File: config.mk
export PLATFORM = sky130hd
export DESIGN_NAME = serial_sub64
export DESIGN_NICKNAME = d
export VERILOG_FILES = /design/src/rtl/serial_sub_pkg.sv /design/src/rtl/full_subtractor.sv /design/src/rtl/serial_sub64.sv
export SDC_FILE = /design/constraint.sdc
export NUM_CORES = 1
export LEC_CHECK = 0
export CELL_PAD_IN_SITES_DETAIL_PLACEMENT = 0
export CELL_PAD_IN_SITES_GLOBAL_PLACEMENT = 1
export CORE_MARGIN = 2
export CORE_UTILIZATION = 25
export CTS_CLUSTER_DIAMETER = 50
export DETAILED_ROUTE_END_ITERATION = 12
export GPL_TIMING_DRIVEN = 1
export PLACE_DENSITY = 0.53
export SLEW_MARGIN = 20
export SYNTH_ARGS = -nofsm -noshare
export SYNTH_HDL_FRONTEND = slang
export SYNTH_HIERARCHICAL = 1
export SYNTH_SLANG_ARGS = --single-unit
File: constraint.sdc
create_clock -name clk -period 2 [get_ports clk]
set_input_delay 0.5 -clock clk [delete_from_list [all_inputs] [get_ports clk]]
set_output_delay 0.5 -clock clk [all_outputs]
set_load 0.01 [all_outputs]
File: src/rtl/serial_sub_pkg.sv
// Shared constants and FSM encoding for the bit-serial subtractor.
// Holds the default operand width, the widest supported width and the bit-counter width.
// Imported by serial_sub64; carries no logic of its own.
package serial_sub_pkg;

  localparam int SUB_WIDTH_DEFAULT = 64;
  localparam int SUB_WIDTH_MAX     = 64;
  localparam int SUB_CNT_W         = $clog2(SUB_WIDTH_MAX);

  typedef enum logic [1:0] {
    IDLE = 2'd0,
    RUN  = 2'd1,
    DONE = 2'd2
  } sub_state_e;

endpackage

File: src/rtl/full_subtractor.sv
// One-bit full subtractor cell: d = a - b - bin, with borrow-out.
// Purely combinational, zero latency.
// No flow control; the enclosing FSM decides when the cell's outputs are consumed.
module full_subtractor (
  input  logic a,
  input  logic b,
  input  logic bin,
  output logic d,
  output logic bout
);

  logic a_xor_b;

  assign a_xor_b = a ^ b;
  assign d       = a_xor_b ^ bin;
  assign bout    = (~a & b) | (~a_xor_b & bin);

endmodule

File: src/rtl/serial_sub64.sv
// Bit-serial unsigned subtractor (diff = a - b mod 2^WIDTH), one bit per clock, LSB first.
// Latency WIDTH cycles from accept to out_valid; one result per WIDTH+2 cycles.
// in_ready only in IDLE; result held in DONE until out_ready. Define SUB_OVF_EN for the overflow port.
module serial_sub64
  import serial_sub_pkg::*;
#(
  parameter int WIDTH = SUB_WIDTH_DEFAULT
) (
  input  logic             clk,
  input  logic             rst_n,
  input  logic             in_valid,
  output logic             in_ready,
  input  logic [WIDTH-1:0] a,
  input  logic [WIDTH-1:0] b,
  output logic             out_valid,
  input  logic             out_ready,
  output logic [WIDTH-1:0] diff,
  output logic             borrow
`ifdef SUB_OVF_EN
  ,
  output logic             overflow
`endif
);

  sub_state_e           state_q;
  logic [WIDTH-1:0]     a_q;
  logic [WIDTH-1:0]     b_q;
  logic [WIDTH-1:0]     diff_q;
  logic                 borrow_q;
  logic [SUB_CNT_W-1:0] cnt_q;
  logic                 in_ready_q;
  logic                 out_valid_q;

  logic                 bit_d;
  logic                 borrow_d;
  logic [WIDTH-1:0]     diff_d;
  logic                 last_bit;
  logic                 accept;

  // The single subtractor cell always looks at the current LSBs and the running borrow.
  full_subtractor u_fs (
    .a   (a_q[0]),
    .b   (b_q[0]),
    .bin (borrow_q),
    .d   (bit_d),
    .bout(borrow_d)
  );

  // New result bits enter at the MSB so that after WIDTH shifts bit 0 sits at diff[0].
  assign diff_d   = {bit_d, diff_q[WIDTH-1:1]};
  assign last_bit = (cnt_q == SUB_CNT_W'(WIDTH - 1));
  assign accept   = (state_q == IDLE) && in_valid && in_ready_q;

  // Control FSM plus datapath registers; handshake outputs come straight from flops.
  always_ff @(posedge clk or negedge rst_n) begin
    if (!rst_n) begin
      state_q     <= IDLE;
      a_q         <= '0;
      b_q         <= '0;
      diff_q      <= '0;
      borrow_q    <= 1'b0;
      cnt_q       <= '0;
      in_ready_q  <= 1'b1;
      out_valid_q <= 1'b0;
    end else begin
      case (state_q)
        IDLE: begin
          if (accept) begin
            a_q        <= a;
            b_q        <= b;
            borrow_q   <= 1'b0;
            cnt_q      <= '0;
            in_ready_q <= 1'b0;
            state_q    <= RUN;
          end
        end
        RUN: begin
          a_q      <= a_q >> 1;
          b_q      <= b_q >> 1;
          diff_q   <= diff_d;
          borrow_q <= borrow_d;
          cnt_q    <= cnt_q + SUB_CNT_W'(1);
          if (last_bit) begin
            out_valid_q <= 1'b1;
            state_q     <= DONE;
          end
        end
        DONE: begin
          if (out_ready) begin
            out_valid_q <= 1'b0;
            in_ready_q  <= 1'b1;
            state_q     <= IDLE;
          end
        end
        default: begin
          out_valid_q <= 1'b0;
          in_ready_q  <= 1'b1;
          state_q     <= IDLE;
        end
      endcase
    end
  end

  assign in_ready  = in_ready_q;
  assign out_valid = out_valid_q;
  assign diff      = diff_q;
  assign borrow    = borrow_q;

`ifdef SUB_OVF_EN
  logic a_msb_q;
  logic b_msb_q;

  // The operand shift registers lose their MSBs while running, so keep the sign bits aside.
  always_ff @(posedge clk or negedge rst_n) begin
    if (!rst_n) begin
      a_msb_q <= 1'b0;
      b_msb_q <= 1'b0;
    end else if (accept) begin
      a_msb_q <= a[WIDTH-1];
      b_msb_q <= b[WIDTH-1];
    end
  end

  // Signed overflow: operands of differing sign and a result whose sign departs from the minuend.
  assign overflow = out_valid_q & (a_msb_q ^ b_msb_q) & (diff_q[WIDTH-1] ^ a_msb_q);
`endif

endmodule

==> flow_metrics.tcl <==
set metrics [dict create \
    status "finished clean" \
    grt_busiest_layer "met2" \
    synth_flop_cell "dfrtp_1" \
    htree_num_levels 1 \
    met3_usage_pct 2.58 \
    dpl.hpwl_mm 16.6 \
    post_cts_buffers 0 \
    syn_inst 894 \
    die_w_um 189 \
    synth-compound-area-share_pct 10.4 \
    instances_no_fill 1570 \
    drt_iter0_markers 462 \
    grt_max_degree 76 \
    drt-total-wl_mm 25.6 \
    finalWeightedCongestion 0.710 \
    hold_slack_ps 475 \
    core.rowCount 67 \
    clock_path_buffers 3 \
    synthSimpleGateAreaFrac_pct 24.1 \
    yosysTopAreaCell "dfrtp_1" \
    use_met2_pct 21.8 \
    cts.sinks 203 \
    clock_latency_ps 540 \
    first_global_vias 7210 \
    layout-drive-gt1-share_pct 11.1 \
    synth_top_family_by_area "simple AND/OR/NAND/NOR gates" \
    endpoint_kind "output port" \
    cp_max_fo 3 \
    ys_seq_elements 203 \
    dieArea_mm2 0.0358 \
    start_util_pct 25.5 \
    maxCapViolations 0 \
    path_buf_inv 1 \
    synth-async-reset-ratio_pct 100 \
    synth_edf_count 0 \
    yosysMostFrequentCell "nand2_1" \
    yosys_warnings 6 \
    start_kind "flip-flop" \
    relSlewSlack_pct 64.1 \
    viasPerCell 4.53 \
    synth_commonest_cells "nand2_1, dfrtp_1, nor2_1" \
    p_leak_uw 0.00563 \
    syn_avg_cell_area_um2 9.60 \
    root_buffer "clkbuf_16" \
    overflow 0 \
    area_growth_pct 44.5 \
    syn_nets 1028 \
    finalHoldViolCount 0 \
    drv_slew 0 \
    portBuffers 198 \
    nets 1233 \
    worstMarginPinSlew_ps 539 \
    vias 7113 \
    cp_top_family "buffers and inverters" \
    arrival_ps 1440 \
    max_freq_mhz 514 \
    syn_area_mm2 0.00858 \
    chipHeight_um 189 \
    cts_tree "done" \
    synth-xor-area-share_pct 0.102 \
    wl_per_cell_um 16.3 \
    antenna_found_initial 0 \
    muxShareOfSynthArea_pct 0 \
    first_pass_iters 4 \
    power_density_mw_per_mm2 1200 \
    hp-class "reg2reg" \
    ios 199 \
    core_area_mm2 0.0337 \
    synth_top_area_share_pct 58.9 \
    drc 0 \
    vdd_ir_drop_max_uv 595 \
    yosysSeqAreaShare_pct 59.2 \
    crit_required_ps 1500 \
    crit_slowest_cell "clkdlybuf4s50_1" \
    grt_first_pass_wirelength_mm 41.0 \
    met1_usage_pct 20.3 \
    ant_nets 0 \
    cp_cell_sequence "clkdlybuf4s50_1" \
    numCtsBuffers 31 \
    rsz0062_at_grt "no" \
    synthAdderAreaFrac_pct 0.379 \
    fin_total_pwr_uw 14900 \
    critPathMaxStageDelay_ps 540 \
    fin_skew_ps 14.3 \
    worst-setup-path-type "reg2out" \
    setup_violations 0 \
    period_minus_slack_ps 1940 \
    track_usage_pct 14.1 \
    fin_crit_sh_pct 97.2 \
    place_inst 1513 \
    ys_types 35 \
    yosys-top-cells-area "dfrtp_1, nand2_1, o22ai_1" \
    fin_tns_setup_ps 0 \
    clk_pin_slew_ps 50 \
]
where the power goes:
group          leakage (µW)  total, µW  internal, µW  switching [µW]
combinational       0.00283       3230          1540            1690
sequential          0.00228       6030          5280             747
clock              0.000519       5650          3620            2020
cells by family (layout without fill, tap and decap cells):
| logic type | count (synthesis) | count (layout) |
|---|---|---|
| AOI/OAI and AO/OA | 139 | 139 |
| adders and majority gates | 2 | 2 |
| and+or+nand+nor | 472 | 472 |
| DFF | 203 | 203 |
| other | 0 | 1 |
| xor gates and xnor gates | 1 | 1 |
| buffers and inverters | 77 | 304 |
layer usage:
layer / part of all wire (%) / vias to the layer above
met2: 46 / 159
met3: 4.5 / 38
met5: 0 / -
met4: 2.2 / 0
li1: - / 3503
met1: 48 / 3413
through the flow:
| step | instance area [µm²] | setup slack (ps) | utilization, % |
|---|---|---|---|
| floorplan | 8580 | 625 | - |
| global placement | 11300 | 34.9 | 33.6 |
| detailed placement | 11300 | 27.3 | 33.6 |
| CTS | 12300 | 0.382 | 36.6 |
| global route | 12400 | 0.292 | 36.8 |
| finish | 12400 | 56.1 | 36.8 |
what timing repair did:
| item | CTS | global route |
|---|---|---|
| hold buffers | 1 | 0 |
| setup endpoints to repair | 41 | 22 |
| resized for setup | 41 | 22 |
| endpoints found under the hold margin | 48 | 0 |
| pin swaps | 0 | 0 |
cell usage in the layout (no fill, tap or decap), types with 2 or more instances in the layout:
cell type / instances
a22oi_1: 8
clkdlybuf4s50_1: 134
buf_4: 23
inv_6: 2
clkbuf_8: 4
nor2_1: 121
clkbuf_1: 3
nand2_1: 210
clkinvlp_4: 4
o22ai_1: 118
bufinv_16: 5
clkinv_4: 2
a21oi_1: 2
nor3_2: 20
nor3_1: 99
o21ai_0: 2
dlygate4sd2_1: 41
dlymetal6s2s_1: 22
clkbuf_16: 31
dfrtp_1: 202
inv_1: 4
nand3_1: 16
clkinv_2: 4
buf_12: 23
registers in the layout, summed over array words and instances, names as in the netlist:
register	count
in_ready	1
cnt_q	6
borrow	1
a_q	64
b_q	64
diff	64
out_valid	1
state_q	2
final timing paths:
| kind | start | to | slack [ps] | depth (start not counted) |
|---|---|---|---|---|
| setup reg to reg | state_q[0] | a_q[30] | 450 | 5 |
| hold / removal | diff[0] | diff[0] | 480 | 2 |
| min in group asynchronous | rst_n | diff[47] | 510 | 2 |
| hold reg to reg | diff[0] | diff[0] | 480 | 2 |
| setup / recovery | diff[35] | diff[35] | 60 | 1 |
| max in group asynchronous | rst_n | b_q[34] | 860 | 3 |
area by class of cell:
class,count,area [µm²]
well taps,448,561
repair buffers,245,2630
diodes,1,2.50
clock inverters,17,235
inverters,4,15.0
clock buffers,38,842
flip-flops and latches,203,5080
fillers,3392,21300
multi-input cells,614,3030
Note: power is estimated with default switching activity, not from simulation.
